[src/rtl/ippcsge_pcssync.sv]
// rtl/ippcsge_pcssync.sv - 1000BASE-X PCS receive code-group synchronization stage
module ippcsge_pcssync #(
    parameter int GOOD_CGS_MAX = 3
) (
    input  logic       clk,
    input  logic       rst_,
    input  logic       sigdet,
    input  logic [8:0] di_in,
    input  logic       cerr_in,
    input  logic       comma_in,
    input  logic       cnt_clr,
    output logic       sync,
    output logic       rx_even,
    output logic       code_err,
    output logic [8:0] di,
    output logic [3:0] sync_state,
    output logic [7:0] los_cnt
);

    typedef enum logic [3:0] {
        ST_LOS  = 4'd0,
        ST_CD1  = 4'd1,
        ST_AS1  = 4'd2,
        ST_CD2  = 4'd3,
        ST_AS2  = 4'd4,
        ST_CD3  = 4'd5,
        ST_SA1  = 4'd6,
        ST_SA2  = 4'd7,
        ST_SA2A = 4'd8,
        ST_SA3  = 4'd9,
        ST_SA3A = 4'd10,
        ST_SA4  = 4'd11,
        ST_SA4A = 4'd12
    } state_t;

    localparam logic [1:0] GOOD_LAST = 2'(GOOD_CGS_MAX - 1);

    state_t      state_q, state_d;
    logic        par_q, par_d;
    logic [1:0]  good_q, good_d;
    logic [7:0]  los_q, los_d;
    logic        sync_q, sync_d;
    logic        code_err_q;
    logic [8:0]  di_q;
    logic        dgrp, cgbad, in_sa;

    always_comb begin
        par_d = ~par_q;
        if (state_q == ST_LOS && sigdet && comma_in) begin
            par_d = 1'b1;
        end
        dgrp  = !cerr_in && !di_in[8];
        cgbad = cerr_in || (comma_in && !par_d);

        state_d = state_q;
        good_d  = good_q;
        case (state_q)
            ST_LOS:  if (comma_in) state_d = ST_CD1;
            ST_CD1:  state_d = dgrp ? ST_AS1 : ST_LOS;
            ST_CD2:  state_d = dgrp ? ST_AS2 : ST_LOS;
            ST_CD3:  state_d = dgrp ? ST_SA1 : ST_LOS;
            ST_AS1: begin
                if (cgbad)                 state_d = ST_LOS;
                else if (comma_in && par_d) state_d = ST_CD2;
            end
            ST_AS2: begin
                if (cgbad)                 state_d = ST_LOS;
                else if (comma_in && par_d) state_d = ST_CD3;
            end
            ST_SA1: begin
                if (cgbad) begin
                    state_d = ST_SA2;
                    good_d  = 2'd0;
                end
            end
            // The good group that leaves SA_n for SA_nA is the first one counted.
            ST_SA2, ST_SA3, ST_SA4: begin
                if (cgbad) begin
                    state_d = (state_q == ST_SA4) ? ST_LOS : state_t'(state_q + 4'd2);
                    good_d  = 2'd0;
                end else begin
                    state_d = state_t'(state_q + 4'd1);
                    good_d  = 2'd1;
                end
            end
            ST_SA2A, ST_SA3A, ST_SA4A: begin
                if (cgbad) begin
                    state_d = (state_q == ST_SA4A) ? ST_LOS : state_t'(state_q + 4'd1);
                    good_d  = 2'd0;
                end else if (good_q == GOOD_LAST) begin
                    state_d = (state_q == ST_SA2A) ? ST_SA1 : state_t'(state_q - 4'd3);
                    good_d  = 2'd0;
                end else begin
                    good_d  = good_q + 2'd1;
                end
            end
            default: state_d = ST_LOS;
        endcase
        if (!sigdet) begin
            state_d = ST_LOS;
        end

        in_sa  = (state_q >= ST_SA1) && (state_q <= ST_SA4A);
        sync_d = (state_d >= ST_SA1) && (state_d <= ST_SA4A);

        los_d = los_q;
        if (cnt_clr) begin
            los_d = 8'd0;
        end else if (in_sa && state_d == ST_LOS && los_q != 8'hFF) begin
            los_d = los_q + 8'd1;
        end
    end

    always_ff @(posedge clk or negedge rst_) begin
        if (!rst_) begin
            state_q    <= ST_LOS;
            par_q      <= 1'b0;
            good_q     <= 2'd0;
            los_q      <= 8'd0;
            sync_q     <= 1'b0;
            code_err_q <= 1'b0;
            di_q       <= 9'd0;
        end else begin
            state_q    <= state_d;
            par_q      <= par_d;
            good_q     <= good_d;
            los_q      <= los_d;
            sync_q     <= sync_d;
            code_err_q <= cerr_in;
            di_q       <= di_in;
        end
    end

    assign sync       = sync_q;
    assign rx_even    = par_q;
    assign code_err   = code_err_q;
    assign di         = di_q;
    assign sync_state = state_q;
    assign los_cnt    = los_q;

endmodule

[config.mk]
export PLATFORM = sky130hd
export DESIGN_NAME = ippcsge_pcssync
export DESIGN_NICKNAME = d
export VERILOG_FILES = /design/src/rtl/ippcsge_pcssync.sv
export SDC_FILE = /design/constraint.sdc
export NUM_CORES = 1
export LEC_CHECK = 0
export CAP_MARGIN = 20
export CORE_UTILIZATION = 45
export DETAILED_ROUTE_END_ITERATION = 10
export DONT_BUFFER_PORTS = 1
export GPL_TIMING_DRIVEN = 0
export PLACE_DENSITY = 0.67
export SLEW_MARGIN = 0
export SYNTH_ARGS = -nofsm -noshare
export SYNTH_HDL_FRONTEND = slang
export SYNTH_SLANG_ARGS = --single-unit
[constraint.sdc]
create_clock -name clk -period 6.8 [get_ports clk]
set_input_delay 1.36 -clock clk [delete_from_list [all_inputs] [get_ports clk]]
set_output_delay 1.36 -clock clk [all_outputs]
set_load 0.01 [all_outputs]
* After elaboration in Yosys (flattened, before gate mapping)
Index checks and enable logic that the tools add are counted.
** Operators by class
- Add/subtract/negate cells :: 5
- Order comparisons :: 4
- Equal/unequal tests :: 15
- Mux-type cells :: 25
- Bitwise gates (word level) :: 1
- Reductions and logical operators :: 20
** Operators with widths (count)
- two-way mux 4 bit :: 13
- one-hot mux 4 bit (9 select lines) :: 1
- == test 4 bit (second input constant) :: 5
- == test 4 x 3 -> 1 bit (second input constant) :: 4
- two-way mux 8 bit :: 2
- logical AND 1 bit :: 9
- adder 8 x 1 -> 8 bit (second input constant) :: 1
- == test 4 x 2 -> 1 bit (second input constant) :: 2
- greater-or-equal comparator 4 x 3 -> 1 bit (second input constant) :: 2
- less-or-equal comparator 4 bit (second input constant) :: 2
- zero test 4 bit :: 2
- two-way mux 2 bit :: 4
- inequality test 8 bit (second input constant) :: 1
- two-way mux 3 bit :: 2
- one-hot mux 2 bit (3 select lines) :: 1
- OR reduction 3 bit :: 2
- adder 4 x 1 -> 4 bit (second input constant) :: 1
- adder 4 x 2 -> 4 bit (second input constant) :: 1
- == test 4 x 1 -> 1 bit (second input constant) :: 1
- subtractor 4 x 2 -> 4 bit (second input constant) :: 1
- zero test 1 bit :: 3
- nonzero test 3 bit :: 1
- adder 2 x 1 -> 2 bit (second input constant) :: 1
- == test 2 bit (second input constant) :: 1
- 6 further kinds :: 7
** Word-level totals
- Register bits after elaboration :: 26
- Input bits :: 15

* Longest topological paths before layout
Gate-level depths: netlist (run 1).
- Word-level depth :: 15
- Mapped depth :: 14
- Gate-level depth less buffers :: 10

* Least setup slack after synthesis (run 1)
Ideal clock, no wire load.
- Path kind :: input port to flip-flop
- Start :: input port comma_in
- End :: register los_q[7], in the netlist los_cnt[7]
- Library setup time :: 78 ps
- Data arrival time :: 3419 ps
- Data required time :: 6722 ps
- Path slack :: 3303 ps
- Cell stages on the path :: 9
- Buffers on the path :: 1
- Path through :: and2_1 a21o_1 buf_6 nor4_2 a211oi_1 nor3_1 or4b_4 or4_1 a21oi_1
** Between the ends
- Longest elaborated chain between the ends :: 12
** Ends and longest elaborated chain
- start, declared :: line 10 : input logic comma_in,
- logical AND 1 bit :: line 49 : if (state_q == ST_LOS && sigdet && comma_in) begin
- two-way mux 1 bit :: line 49
- zero test 1 bit :: line 53 : cgbad = cerr_in || (comma_in && !par_d);
- logical AND 1 bit :: line 53
- logical OR 1 bit :: line 53
- two-way mux 4 bit (on tied branches)
- one-hot mux 4 bit (9 select lines) (*) :: line 57 : case (state_q)
- two-way mux 4 bit (*) :: line 99 : if (!sigdet) begin
- via state_d[3] :: line 38 : state_t state_q, state_d;
- zero test 4 bit (*) :: line 109 : end else if (in_sa && state_d == ST_LOS && los_q != 8'hFF) begin
- logical AND 1 bit (*) (2 in series) :: line 109
- nonzero test 2 bit (no source line) (*)
- end signal, assigned :: line 127 : los_q <= los_d;
- end, declared :: line 41 : logic [7:0] los_q, los_d;
Mark *: on every way through the listed nets, which the timed path passes. The rest lies on a longest branch.
A chain may end at the register's enable or synchronous reset.

* Worst setup path in the final report (run 1)
- Start :: register state_q[0], in the netlist sync_state[0]
- End :: register los_q[6], in the netlist los_cnt[6]
** Between the ends
- Longest elaborated chain between the ends :: 14
** Ends and longest elaborated chain
- start, declared :: line 38
- start signal, assigned :: line 124 : state_q <= state_d;
- parallel branches: the longest is 8 deep, another holds subtractor 4 x 2 -> 4 bit
- one-hot mux 4 bit (9 select lines) (*) :: line 57
- two-way mux 4 bit (*) :: line 99
- via state_d[3] :: line 38
- zero test 4 bit (*) :: line 109
- logical AND 1 bit (*) (2 in series) :: line 109
- nonzero test 2 bit (no source line) (*)
Mark *: on every way through the listed nets, which the timed path passes.

==> impl_metrics.prom, run 1 <==
# TYPE chip_impl_metric gauge
chip_impl_metric{name="synth.yosys.seq_area_share",unit="%"} 39.8
chip_impl_metric{name="tns",unit="ns"} 0
chip_impl_metric{name="firstDrtPassIters",unit=""} 5
chip_impl_metric{name="maxSlewHeadroom",unit="%"} 64.8
chip_impl_info{name="crit_path_start",value="sync_state[0]"} 1
chip_impl_metric{name="syn-cell-area",unit="µm²"} 1640
chip_impl_info{name="hp-class",value="reg -> reg"} 1
chip_impl_metric{name="use_met2",unit="%"} 36.0
chip_impl_info{name="kind_of_critical_path",value="reg -> reg"} 1
chip_impl_metric{name="finalCoreUtilization",unit="%"} 51.1
chip_impl_metric{name="cts-root-to-sink-buffers",unit=""} 2
chip_impl_metric{name="finalClockSkew",unit="ns"} 0.00485
chip_impl_info{name="tritoncts",value="done"} 1
chip_impl_metric{name="crit_path_max_fanout",unit=""} 10
chip_impl_metric{name="row_count",unit=""} 21
chip_impl_metric{name="h-tree-depth",unit=""} 1
chip_impl_metric{name="synth-xor-area-share",unit="%"} 0.535
chip_impl_metric{name="num_io_pins",unit=""} 39
chip_impl_metric{name="synth.yosys.warnings",unit=""} 0
chip_impl_metric{name="worst_hold_path.num_cells",unit=""} 1
chip_impl_metric{name="fraction_of_synthesis_flops_using_an_asynchronous_set_or_reset_pin",unit="%"} 100
chip_impl_info{name="path_common_cell",value="buf_4"} 1
chip_impl_metric{name="gate_count_post_synth",unit=""} 176
chip_impl_metric{name="dieHeight",unit="µm"} 62.3
chip_impl_metric{name="path_clk_slew",unit="ns"} 0.14
chip_impl_metric{name="filler_cell_count",unit=""} 332
chip_impl_metric{name="detailed_placement_hpwl",unit="µm"} 3040
chip_impl_metric{name="number_of_distinct_library_cell_variants_in_the_gate_level_netlist_after_synthesis",unit=""} 49
chip_impl_info{name="netlist_top_cells_area",value="dfrtp_1 (40%), ha_1 (6.1%), a21oi_1 (4.6%), o21ai_0 (4.0%), nor2_1 (2.5%)"} 1
chip_impl_metric{name="yosys.area_share.simple",unit="%"} 22.5
chip_impl_metric{name="period_needed",unit="ns"} 3.93
chip_impl_metric{name="synth.top_cell.area_share",unit="%"} 39.8
chip_impl_metric{name="number_of_logic_stages_on_the_critical_path_including_buffering",unit=""} 13
chip_impl_metric{name="postCtsResizedCells",unit=""} 0
chip_impl_metric{name="final_net_count",unit=""} 204
chip_impl_metric{name="ff2ff_path_depth",unit=""} 13
chip_impl_info{name="holdCritStartpoint",value="rx_even"} 1
chip_impl_metric{name="clock_sink_count",unit=""} 26
chip_impl_info{name="cts_root_buf",value="clkbuf_4"} 1
chip_impl_info{name="top_usage_layer",value="met2"} 1
chip_impl_metric{name="grt_use_met3",unit="%"} 6.25
chip_impl_metric{name="cellLeakagePower",unit="nW"} 0.696
chip_impl_metric{name="arrival",unit="ns"} 4.17
chip_impl_metric{name="vdd_drop_max",unit="V"} 0.000176
chip_impl_metric{name="synth_compound_area_share",unit="%"} 25.6
chip_impl_info{name="synth_top_family_by_area",value="compound AO/OA/AOI/OAI gates"} 1
chip_impl_metric{name="ant_nets",unit=""} 0
chip_impl_metric{name="die_area",unit="µm²"} 3880
chip_impl_info{name="worstReg2RegStart",value="sync_state[0]"} 1
chip_impl_metric{name="critical_path.max_stage_delay",unit="ns"} 0.56
chip_impl_metric{name="area_growth_syn_to_layout",unit="%"} 6.73
chip_impl_metric{name="setup_viol",unit=""} 0
chip_impl_info{name="crit_slowest_cell",value="dfrtp_1"} 1
chip_impl_metric{name="ctsHoldBuffers",unit=""} 0
chip_impl_metric{name="final_min_period_over_clock_period",unit="%"} 57.7
chip_impl_info{name="timing.critical_path.max_delay_family",value="simple AND/OR/NAND/NOR gates"} 1
chip_impl_info{name="timing.critical_path.cells",value="clkbuf_1 -> inv_1 -> ha_1 -> buf_4 -> nor2_1 -> o21ai_1 -> o31ai_2 -> a211oi_1 -> nor3_1 -> or4b_4 -> buf_4 -> or3_1 -> a21oi_1"} 1
chip_impl_metric{name="mappedNetlistNets",unit=""} 199
chip_impl_metric{name="post_cts_buffers",unit=""} 0
chip_impl_info{name="yosysTopAreaCell",value="dfrtp_1"} 1
chip_impl_metric{name="grt_max_degree",unit=""} 27
chip_impl_metric{name="power-per-cell-area",unit="nW/µm²"} 309
chip_impl_metric{name="final_layout_size_suffix_gt1_share",unit="%"} 8.33
chip_impl_metric{name="effective_utilization_at_floorplan",unit="%"} 47.9
chip_impl_metric{name="synth_edf_count",unit=""} 0
chip_impl_info{name="cp-start-kind",value="flop"} 1
chip_impl_metric{name="gp_routability_congestion",unit=""} 0.965
chip_impl_metric{name="drt-initial-drc-count",unit=""} 103
chip_impl_metric{name="worstPathRequired",unit="ns"} 7.05
chip_impl_metric{name="cp_num_buf_inv",unit=""} 4
chip_impl_metric{name="detail_route.drc_violations",unit=""} 0
chip_impl_metric{name="first_global_vias",unit=""} 1363
chip_impl_metric{name="wl_per_cell",unit="µm"} 18.1
chip_impl_metric{name="num_cts_buffers",unit=""} 3
chip_impl_metric{name="clock_latency",unit="ns"} 0.32
chip_impl_info{name="unrepaired_setup_endpoints_after_global_routing",value="no"} 1
chip_impl_metric{name="hold_viol_final",unit=""} 0
chip_impl_metric{name="fin_total_pwr",unit="mW"} 0.540
chip_impl_metric{name="post_syn_area_per_cell",unit="µm²"} 9.30
chip_impl_metric{name="fmaxAchievable",unit="GHz"} 0.255
chip_impl_metric{name="wirelength",unit="µm"} 4080
chip_impl_metric{name="placement.io_buffers",unit=""} 0
chip_impl_metric{name="grt_use_total",unit="%"} 21.4
chip_impl_metric{name="adder_cell_area_share_of_the_yosys_netlist",unit="%"} 6.12
chip_impl_metric{name="use_met1",unit="%"} 26.3
chip_impl_metric{name="viasPerCell",unit=""} 6.36
chip_impl_info{name="run_status",value="finished clean"} 1
chip_impl_info{name="ys_dominant_reg_cell",value="dfrtp_1"} 1
chip_impl_metric{name="synth.area.mux_share",unit="%"} 1.22
chip_impl_metric{name="num_antenna_cells",unit=""} 0
chip_impl_metric{name="synth_seq_cells",unit=""} 26
chip_impl_info{name="setup.worst_path.end_class",value="flop"} 1
chip_impl_metric{name="maxCapViolCount",unit=""} 0
chip_impl_metric{name="dr_total_vias",unit=""} 1437
chip_impl_metric{name="final-max-slew-violation-count",unit=""} 0
chip_impl_metric{name="wire_length_of_the_first_global_routing_pass",unit="µm"} 6630
chip_impl_metric{name="globalRoute.totalOverflow",unit=""} 0
chip_impl_metric{name="core_area",unit="µm²"} 3420
chip_impl_metric{name="die_x",unit="µm"} 62.3
chip_impl_metric{name="antenna_found_initial",unit=""} 0
chip_impl_metric{name="worstMarginPinSlew",unit="ns"} 0.525
[final timing paths]
kind,to,slack (ns)
min in group asynchronous,los_cnt[7],0.71
max,los_cnt[6],2.87
min reg2reg,rx_even,0.56
max reg2reg,los_cnt[6],2.87
min,rx_even,0.56
max in group asynchronous,good_q[0],6.02
[worst register-to-register path: cells and delay by family (launching register included)]
family / cells / cell delay (ns)
simple gates: 4 / 1.21
compound gates: 4 / 0.93
fa+ha+maj: 1 / 0.22
flops: 1 / 0.56
buf+inv: 4 / 0.94
[placed cells by master (no fill, tap or decap), types with 3 or more instances in the layout]
cell type and count:
a211oi_1 3, a21oi_1 15, a221oi_1 3, clkbuf_4 3, dfrtp_1 26, ha_1 8, inv_1 7, nand2_1 10
nand2b_1 6, nand3_1 8, nand3b_1 5, nor2_1 11, nor3_1 5, o21a_1 3, o21ai_0 13, o21ai_1 4
o31ai_1 3, or3_1 5
[power breakdown]
group / leakage, nW / switching, mW / internal (mW) / total, mW
clock network: 0.0279 / 0.0443 / 0.0596 / 0.104
logic: 0.334 / 0.136 / 0.0882 / 0.224
registers: 0.334 / 0.0378 / 0.175 / 0.212
[Yosys cell counts (3+ instances only)]
| library cell | n |
|---|---|
| ha_1 | 8 |
| nor2_1 | 11 |
| o21ai_0 | 13 |
| nand3b_1 | 5 |
| a21oi_1 | 15 |
| a211oi_1 | 3 |
| dfrtp_1 | 26 |
| o31ai_1 | 3 |
| o21ai_1 | 4 |
| o21a_1 | 3 |
| nand2_1 | 10 |
| or3_1 | 5 |
| inv_1 | 7 |
| nand3_1 | 8 |
| nor3_1 | 5 |
| a221oi_1 | 3 |
| nand2b_1 | 6 |
[sequential cells by signal, indices dropped and copies added (netlist names)]
register and cells:
good_q 2, di 9, los_cnt 8, sync_state 4, rx_even 1, code_err 1
sync 1
[layout make-up]
type                            instances  area, µm²  share of cell area (%)
Multi-Input combinational cell        136        916                    52.4
Buffer                                  7       43.8                    2.51
Clock inverter                          1       30.0                    1.72
Clock buffer                            3       22.5                    1.29
Sequential cell                        26        651                    37.2
Tap cell                               46       57.6                    3.30
Inverter                                7       26.3                    1.50
[cell families (layout without fill, tap and decap cells)]
kind of cell             Yosys count  after routing
adder cells (fa/ha/maj)            8              8
buffers and inverters             14             18
flip-flops                        26             26
XOR/XNOR                           1              1
AO/OA/AOI/OAI                     63             63
multiplexers                       2              2
AND/OR/NAND/NOR                   62             62
[per-stage QoR]
step | instances | setup WS [ns] | hold slack [ns] | instance area, µm²
6_report | 226 | 2.87 | 0.557 | 1750
5_1_grt | 226 | 2.60 | 0.595 | 1750
4_1_cts | 226 | 2.96 | 0.562 | 1750
3_5_place_dp | 222 | 3.01 | 0.535 | 1690
3_3_place_gp | 222 | 3.01 | 0.529 | 1690
2_1_floorplan | 176 | 3.30 | 0.510 | 1640
[per-layer routing]
layer / wire length (µm) / share of wire [%]
met1: 1840 / 45
met2: 1910 / 47
met3: 271 / 6.6
met4: 58 / 1.4
met5: 0 / 0
Power figures use the tool's default switching activity.
==> run 2: changes to the inputs <==
--- a/config.mk
+++ b/config.mk
@@ -5,12 +5,13 @@
 export SDC_FILE = /design/constraint.sdc
 export NUM_CORES = 1
 export LEC_CHECK = 0
+export ABC_AREA = 1
 export CAP_MARGIN = 20
 export CORE_UTILIZATION = 45
 export DETAILED_ROUTE_END_ITERATION = 10
 export DONT_BUFFER_PORTS = 1
 export GPL_TIMING_DRIVEN = 0
-export PLACE_DENSITY = 0.67
+export PLACE_DENSITY = 0.69
 export SLEW_MARGIN = 0
 export SYNTH_ARGS = -nofsm -noshare
 export SYNTH_HDL_FRONTEND = slang
==> constraint.sdc (replaced) <==
create_clock -name clk -period 3.24 [get_ports clk]
set_input_delay 0.648 -clock clk [delete_from_list [all_inputs] [get_ports clk]]
set_output_delay 0.648 -clock clk [all_outputs]
set_load 0.01 [all_outputs]
==> impl_metrics.prom, run 2 <==
# TYPE chip_impl_metric gauge
chip_impl_info{name="synth.most_common_cell",value="nand2_1"} 1
chip_impl_metric{name="mappedNetlistNets",unit=""} 268
chip_impl_metric{name="h-tree-depth",unit=""} 1
chip_impl_metric{name="hold-worst-slack",unit="ns"} 0.0547
chip_impl_info{name="synth_top_family_by_area",value="simple AND/OR/NAND/NOR gates"} 1
chip_impl_metric{name="cts-root-to-sink-buffers",unit=""} 2
chip_impl_metric{name="tns",unit="ns"} 0
chip_impl_metric{name="setup_viol",unit=""} 0
chip_impl_metric{name="drt-initial-drc-count",unit=""} 86
chip_impl_metric{name="gp_routability_congestion",unit=""} 0.893
chip_impl_metric{name="synth_seq_cells",unit=""} 26
chip_impl_metric{name="fmaxAchievable",unit="GHz"} 0.387
chip_impl_info{name="layout_common_cells",value="nand2_1 (78), nand3_1 (33), inv_1 (28)"} 1
chip_impl_metric{name="die_x",unit="µm"} 64.3
chip_impl_metric{name="clock_sink_count",unit=""} 26
chip_impl_metric{name="syn-cell-area",unit="µm²"} 1750
chip_impl_info{name="timing.critical_path.cells",value="inv_1 -> ha_1 -> inv_1 -> nand2_1 -> nand2_1 -> nand2_2 -> nand3_1 -> nand2_1 -> nand2_1 -> nand2_1 -> nand2_1 -> nand2_1 -> nor2_4 -> nand3_4 -> nand2_4 -> nand2_1 -> nand2_1"} 1
chip_impl_metric{name="globalRoute.totalOverflow",unit=""} 0
chip_impl_metric{name="grt_use_total",unit="%"} 20.2
chip_impl_info{name="cts_root_buf",value="clkbuf_8"} 1
chip_impl_metric{name="postCtsResizedCells",unit=""} 0
chip_impl_metric{name="detailed_placement_hpwl",unit="µm"} 2870
chip_impl_info{name="yosysTopAreaCell",value="dfrtp_1"} 1
chip_impl_metric{name="placement.io_buffers",unit=""} 0
chip_impl_info{name="ys_dominant_reg_cell",value="dfrtp_1"} 1
chip_impl_metric{name="cellLeakagePower",unit="nW"} 1.03
chip_impl_metric{name="power_report.internal_total",unit="mW"} 0.536
chip_impl_info{name="mostFrequentLayoutCell",value="nand2_1"} 1
chip_impl_metric{name="grt_max_degree",unit=""} 27
chip_impl_info{name="tritoncts",value="done"} 1
chip_impl_info{name="crit_path_start",value="sync_state[1]"} 1
chip_impl_metric{name="maxSlewHeadroom",unit="%"} 71.7
chip_impl_info{name="hp-class",value="in -> async"} 1
chip_impl_metric{name="final_layout_size_suffix_gt1_share",unit="%"} 9.64
chip_impl_metric{name="antenna_found_initial",unit=""} 0
chip_impl_metric{name="maxCapViolCount",unit=""} 0
chip_impl_metric{name="hold_viol_final",unit=""} 0
chip_impl_metric{name="period_needed",unit="ns"} 2.59
chip_impl_metric{name="path_clk_slew",unit="ns"} 0.09
chip_impl_metric{name="finalCoreUtilization",unit="%"} 50.9
chip_impl_info{name="setup.worst_path.end_class",value="flop"} 1
chip_impl_metric{name="power_share_of_the_combinational_group",unit="%"} 11.7
chip_impl_metric{name="finalClockSkew",unit="ns"} 0.00484
chip_impl_info{name="kind_of_critical_path",value="reg -> reg"} 1
chip_impl_metric{name="area_growth_syn_to_layout",unit="%"} 7.53
chip_impl_metric{name="arrival",unit="ns"} 2.80
chip_impl_metric{name="post_syn_area_per_cell",unit="µm²"} 7.12
chip_impl_metric{name="synth.top_cell.area_share",unit="%"} 37.3
chip_impl_info{name="path_common_cell",value="nand2_1"} 1
chip_impl_metric{name="synth.yosys.seq_area_share",unit="%"} 37.3
chip_impl_metric{name="post_cts_buffers",unit=""} 0
chip_impl_metric{name="worstMarginPinSlew",unit="ns"} 0.424
chip_impl_metric{name="final_min_period_over_clock_period",unit="%"} 79.8
chip_impl_metric{name="ant_nets",unit=""} 0
chip_impl_metric{name="synth_edf_count",unit=""} 0
chip_impl_metric{name="num_antenna_cells",unit=""} 0
chip_impl_metric{name="critical_path.max_stage_delay",unit="ns"} 0.58
chip_impl_metric{name="final_net_count",unit=""} 273
chip_impl_metric{name="largest_register_ff_count",unit=""} 9
chip_impl_metric{name="final-max-slew-violation-count",unit=""} 0
chip_impl_metric{name="row_count",unit=""} 22
chip_impl_metric{name="seq_power_share",unit="%"} 50.9
chip_impl_metric{name="viasPerCell",unit=""} 5.10
chip_impl_metric{name="synth.yosys.warnings",unit=""} 0
chip_impl_info{name="synth_common_cells",value="nand2_1 (78), nand3_1 (33), inv_1 (28)"} 1
chip_impl_metric{name="pwr-share-clk",unit="%"} 37.4
chip_impl_metric{name="firstDrtPassIters",unit=""} 4
chip_impl_metric{name="wl_per_cell",unit="µm"} 12.6
chip_impl_metric{name="wirelength",unit="µm"} 3730
chip_impl_metric{name="num_cts_buffers",unit=""} 3
chip_impl_info{name="netlist_top_cells_area",value="dfrtp_1 (37%), nand2_1 (17%), nand3_1 (9.5%), inv_1 (6.0%), ha_1 (5.7%)"} 1
chip_impl_metric{name="dp_slack",unit="ns"} 0.664
chip_impl_metric{name="vdd_drop_max",unit="V"} 0.000390
chip_impl_metric{name="die_area",unit="µm²"} 4130
chip_impl_metric{name="clock_latency",unit="ns"} 0.28
chip_impl_metric{name="synth.area.mux_share",unit="%"} 0
chip_impl_metric{name="fraction_of_synthesis_flops_using_an_asynchronous_set_or_reset_pin",unit="%"} 100
chip_impl_metric{name="gate_count_post_synth",unit=""} 245
chip_impl_metric{name="final_critical_path_setup_slack",unit="ns"} 0.653
chip_impl_info{name="cp-start-kind",value="flop"} 1
chip_impl_info{name="crit_slowest_cell",value="dfrtp_1"} 1
chip_impl_metric{name="ctsHoldBuffers",unit=""} 0
chip_impl_metric{name="synth_compound_area_share",unit="%"} 6.67
chip_impl_info{name="run_status",value="finished clean"} 1
chip_impl_metric{name="first_global_vias",unit=""} 1350
chip_impl_metric{name="core_area",unit="µm²"} 3690
chip_impl_metric{name="crit_path_max_fanout",unit=""} 9
chip_impl_metric{name="effective_utilization_at_floorplan",unit="%"} 47.3
chip_impl_metric{name="dpl-instance-area",unit="µm²"} 1810
chip_impl_info{name="unrepaired_setup_endpoints_after_global_routing",value="no"} 1
chip_impl_metric{name="postLayoutCellArea",unit="µm²"} 1880
chip_impl_metric{name="adder_cell_area_share_of_the_yosys_netlist",unit="%"} 5.73
chip_impl_metric{name="yosys.area_share.simple",unit="%"} 39.9
chip_impl_metric{name="number_of_distinct_library_cell_variants_in_the_gate_level_netlist_after_synthesis",unit=""} 30
chip_impl_metric{name="wire_length_of_the_first_global_routing_pass",unit="µm"} 6370
chip_impl_metric{name="dr_total_vias",unit=""} 1515
chip_impl_info{name="worstReg2RegStart",value="sync_state[1]"} 1
chip_impl_metric{name="num_io_pins",unit=""} 39
chip_impl_metric{name="power-per-cell-area",unit="nW/µm²"} 385
chip_impl_metric{name="detail_route.drc_violations",unit=""} 0
chip_impl_metric{name="switching_power_as_a_share_of_total_power",unit="%"} 25.7
chip_impl_metric{name="power.net_switching",unit="mW"} 0.186
chip_impl_metric{name="worstPathRequired",unit="ns"} 3.46
chip_impl_metric{name="synth-xor-area-share",unit="%"} 2.01
chip_impl_metric{name="dieHeight",unit="µm"} 64.3
[run 2: cell types whose count changed after synthesis, sizes merged, moves of 6 or more]
cell / before / now
a21oi: 15 / 5
inv: 7 / 33
nand2: 10 / 83
nand2b: 6 / 0
nand3: 8 / 37
nor2: 11 / 24
[run 2: area by class of cell]
type | count | area (µm²)
tap | 48 | 60.1
buffer | 2 | 15.0
sequential | 26 | 651
inverter | 35 | 131
clock inverter | 1 | 30.0
fill | 375 | 1810
multi-input combinational | 182 | 948
clock buffer | 3 | 41.3
[run 2: worst paths after layout]
path	endpoint	slack, ns	cells past startpoint
setup / recovery	los_cnt[1]	0.65	17
hold / removal	good_q[0]	0.05	0
setup reg to reg	los_cnt[1]	0.65	17
hold reg to reg	good_q[1]	0.58	2
max in group asynchronous	sync_state[1]	3.11	0
min in group clk	di[7]	0.39	0
[run 2: cell families after synthesis]
family                   count (synthesis)
AO/OA/AOI/OAI                           21
XOR/XNOR                                 4
buffers and inverters                   37
adder cells (fa/ha/maj)                  8
flip-flops                              26
AND/OR/NAND/NOR                        149
[run 2: metrics by stage]
step | std cells | total power, mW
2_1_floorplan | 245 | 0.439
3_3_place_gp | 293 | 0.458
3_5_place_dp | 293 | 0.459
4_1_cts | 297 | 0.726
5_1_grt | 297 | 0.757
6_report | 297 | 0.722
[run 2: layer usage]
metal  part of all wire [%]  global-route usage, %  up-vias
met1                     44                   27.1      676
met2                     48                   31.4       46
li1                       -                      -      788
met3                    6.3                   4.64        5
met4                    1.2                   7.22        0
met5                      0                      0        -
[run 2: critical path, delay by kind of cell (launching register included)]
| family | cells | cell delay [ns] |
|---|---|---|
| adder cells (fa/ha/maj) | 1 | 0.29 |
| flip-flops | 1 | 0.58 |
| buffers and inverters | 2 | 0.36 |
| AND/OR/NAND/NOR | 14 | 1.32 |
[run 2: power groups by stage]
| stage | registers [mW] | clock network, mW | logic (mW) |
|---|---|---|---|
| detailed placement | 0.374 | 0 | 0.0842 |
| global placement | 0.374 | 0 | 0.0838 |
| floorplan | 0.369 | 0 | 0.0699 |
| CTS | 0.368 | 0.274 | 0.0845 |
| finish | 0.367 | 0.270 | 0.0843 |
| global route | 0.370 | 0.288 | 0.0985 |
==> run 3: changes to the inputs <==
--- a/config.mk
+++ b/config.mk
@@ -11,7 +11,7 @@
 export DETAILED_ROUTE_END_ITERATION = 10
 export DONT_BUFFER_PORTS = 1
 export GPL_TIMING_DRIVEN = 0
-export PLACE_DENSITY = 0.69
+export PLACE_DENSITY = 0.67
 export SLEW_MARGIN = 0
 export SYNTH_ARGS = -nofsm -noshare
 export SYNTH_HDL_FRONTEND = slang
==> constraint.sdc (replaced) <==
create_clock -name clk -period 2.5 [get_ports clk]
set_input_delay 0.5 -clock clk [delete_from_list [all_inputs] [get_ports clk]]
set_output_delay 0.5 -clock clk [all_outputs]
set_load 0.01 [all_outputs]
==> impl_metrics.prom, run 3 (synthesis results as in run 2) <==
# TYPE chip_impl_metric gauge
chip_impl_info{name="run_status",value="finished clean"} 1
chip_impl_metric{name="cp_num_buf_inv",unit=""} 2
chip_impl_metric{name="wl_per_cell",unit="µm"} 12.9
chip_impl_metric{name="crit_path_max_fanout",unit=""} 9
chip_impl_metric{name="final_net_count",unit=""} 276
chip_impl_metric{name="dieHeight",unit="µm"} 64.3
chip_impl_metric{name="postLayoutCellArea",unit="µm²"} 1920
chip_impl_metric{name="num_antenna_cells",unit=""} 0
chip_impl_metric{name="power_report.internal_total",unit="mW"} 0.701
chip_impl_info{name="kind_of_critical_path",value="reg -> reg"} 1
chip_impl_metric{name="maxSlewHeadroom",unit="%"} 70.0
chip_impl_metric{name="area_growth_syn_to_layout",unit="%"} 9.96
chip_impl_metric{name="power.net_switching",unit="mW"} 0.257
chip_impl_metric{name="antenna_found_initial",unit=""} 0
chip_impl_metric{name="arrival",unit="ns"} 2.47
chip_impl_info{name="timing.critical_path.cells",value="inv_2 -> ha_2 -> inv_1 -> nand2_1 -> nand2_1 -> nand2_2 -> nand3_1 -> nand2_1 -> nand2_1 -> nand2_1 -> nand2_1 -> nand2_1 -> nor2_4 -> nand3_4 -> nand2_4 -> nand2_1 -> nand2_1"} 1
chip_impl_info{name="mostFrequentLayoutCell",value="nand2_1"} 1
chip_impl_info{name="tritoncts",value="done"} 1
chip_impl_metric{name="effective_utilization_at_floorplan",unit="%"} 47.3
chip_impl_metric{name="worstPathRequired",unit="ns"} 2.72
chip_impl_metric{name="globalRoute.totalOverflow",unit=""} 0
chip_impl_metric{name="wirelength",unit="µm"} 3860
chip_impl_metric{name="final_layout_size_suffix_gt1_share",unit="%"} 11.9
chip_impl_metric{name="die_area",unit="µm²"} 4130
chip_impl_metric{name="detailed_placement_hpwl",unit="µm"} 2830
chip_impl_metric{name="row_count",unit=""} 22
chip_impl_metric{name="clock_sink_count",unit=""} 26
chip_impl_metric{name="power-per-cell-area",unit="nW/µm²"} 499
chip_impl_metric{name="maxCapViolCount",unit=""} 0
chip_impl_metric{name="cts-root-to-sink-buffers",unit=""} 2
chip_impl_metric{name="worstMarginPinSlew",unit="ns"} 0.449
chip_impl_metric{name="seq_power_share",unit="%"} 49.6
chip_impl_info{name="cp-start-kind",value="flop"} 1
chip_impl_metric{name="drt-initial-drc-count",unit=""} 80
chip_impl_metric{name="setup_viol",unit=""} 0
chip_impl_metric{name="grt_use_total",unit="%"} 20.0
chip_impl_metric{name="hold_viol_final",unit=""} 0
chip_impl_metric{name="period_needed",unit="ns"} 2.25
chip_impl_metric{name="viasPerCell",unit=""} 5.14
chip_impl_metric{name="gp_routability_congestion",unit=""} 0.909
chip_impl_metric{name="core_area",unit="µm²"} 3690
chip_impl_metric{name="largest_register_ff_count",unit=""} 9
chip_impl_metric{name="path_clk_slew",unit="ns"} 0.10
chip_impl_metric{name="critical_path.max_stage_delay",unit="ns"} 0.49
chip_impl_metric{name="h-tree-depth",unit=""} 1
chip_impl_metric{name="placement.io_buffers",unit=""} 0
chip_impl_info{name="timing.critical_path.max_delay_family",value="simple AND/OR/NAND/NOR gates"} 1
chip_impl_metric{name="ant_nets",unit=""} 0
chip_impl_metric{name="grt_max_degree",unit=""} 27
chip_impl_info{name="setup.worst_path.end_class",value="flop"} 1
chip_impl_metric{name="clock_latency",unit="ns"} 0.28
chip_impl_metric{name="num_io_pins",unit=""} 39
chip_impl_metric{name="detail_route.drc_violations",unit=""} 0
chip_impl_metric{name="dr_total_vias",unit=""} 1542
chip_impl_metric{name="hold-worst-slack",unit="ns"} 0.0199
chip_impl_metric{name="die_x",unit="µm"} 64.3
chip_impl_metric{name="firstDrtPassIters",unit=""} 5
chip_impl_metric{name="switching_power_as_a_share_of_total_power",unit="%"} 26.8
chip_impl_metric{name="first_global_vias",unit=""} 1448
chip_impl_metric{name="vdd_drop_max",unit="V"} 0.000329
chip_impl_metric{name="dpl-instance-area",unit="µm²"} 1810
chip_impl_info{name="hp-class",value="in -> async"} 1
chip_impl_info{name="crit_slowest_cell",value="dfrtp_2"} 1
chip_impl_info{name="path_common_cell",value="nand2_1"} 1
chip_impl_metric{name="fmaxAchievable",unit="GHz"} 0.444
chip_impl_metric{name="num_cts_buffers",unit=""} 3
chip_impl_metric{name="cellLeakagePower",unit="nW"} 1.06
chip_impl_info{name="layout_common_cells",value="nand2_1 (78), nand3_1 (33), inv_1 (27)"} 1
chip_impl_metric{name="pwr-share-clk",unit="%"} 37.1
chip_impl_metric{name="final-max-slew-violation-count",unit=""} 0
chip_impl_info{name="unrepaired_setup_endpoints_after_global_routing",value="no"} 1
chip_impl_metric{name="final_min_period_over_clock_period",unit="%"} 90.2
chip_impl_metric{name="wire_length_of_the_first_global_routing_pass",unit="µm"} 6450
chip_impl_metric{name="power_share_of_the_combinational_group",unit="%"} 13.3
chip_impl_metric{name="tns",unit="ns"} 0
chip_impl_metric{name="finalClockSkew",unit="ns"} 0.00918
chip_impl_info{name="cts_root_buf",value="clkbuf_8"} 1
run 3: final timing paths:
path	from	end	slack, ns	cells past startpoint
setup / recovery	sync_state[0]	los_cnt[3]	0.25	17
hold / removal	rst_	di[8]	0.02	1
setup reg to reg	sync_state[0]	los_cnt[3]	0.25	17
hold reg to reg	good_q[0]	good_q[1]	0.58	2
max in group asynchronous	rst_	sync_state[1]	2.32	1
min in group clk	di_in[8]	di[8]	0.24	0
run 3: power by group through the flow:
| stage | registers, mW | clock network [mW] | logic (mW) |
|---|---|---|---|
| after floorplan | 0.479 | 0 | 0.0906 |
| after global placement | 0.485 | 0 | 0.109 |
| after detailed placement | 0.485 | 0 | 0.111 |
| after CTS | 0.477 | 0.367 | 0.123 |
| after global routing | 0.480 | 0.382 | 0.147 |
| final | 0.475 | 0.355 | 0.127 |
run 3: metal layers:
layer  GRT usage [%]  wire length, µm  up-vias
met5               0                0        -
met4            6.94               61        0
met3            3.75              202        7
met2            35.0             1870       43
met1            24.2             1720      702
li1                -                -      790
run 3: what timing repair did:
action                                  CTS  global route
hold buffers                              1             0
endpoints found under the setup margin    8             8
resized for setup                         2             2
hold endpoints to repair                 26             0
buffers inserted                          0             2
run 3: cell type report:
| type | count | area [µm²] |
|---|---|---|
| fill | 366 | 1770 |
| tap | 48 | 60.1 |
| clock inverter | 1 | 30.0 |
| clock buffer | 3 | 41.3 |
| multi-input combinational | 182 | 951 |
| timing repair buffer | 3 | 37.5 |
| sequential | 26 | 653 |
| inverter | 35 | 131 |
| buffer | 2 | 15.0 |
run 3: worst reg2reg max path, cell delays in order, from the launching register on:
cell	delay (ns)
dfrtp_2	0.49
inv_2	0.11
ha_2	0.23
inv_1	0.10
nand2_1	0.06
nand2_1	0.09
nand2_2	0.12
nand3_1	0.11
nand2_1	0.06
nand2_1	0.05
nand2_1	0.04
nand2_1	0.09
nand2_1	0.10
nor2_4	0.13
nand3_4	0.14
nand2_4	0.15
nand2_1	0.07
nand2_1	0.05
run 3: through the flow:
step | setup slack (ns) | utilization (%) | power, mW | std cells
floorplan | 0.421 | - | 0.569 | 245
global placement | -0.00000733 | 48.9 | 0.594 | 293
detailed placement | -0.0291 | 48.9 | 0.596 | 293
CTS | 0.116 | 51.5 | 0.967 | 298
global route | 0.0153 | 52.0 | 1.01 | 300
finish | 0.246 | 52.0 | 0.958 | 300
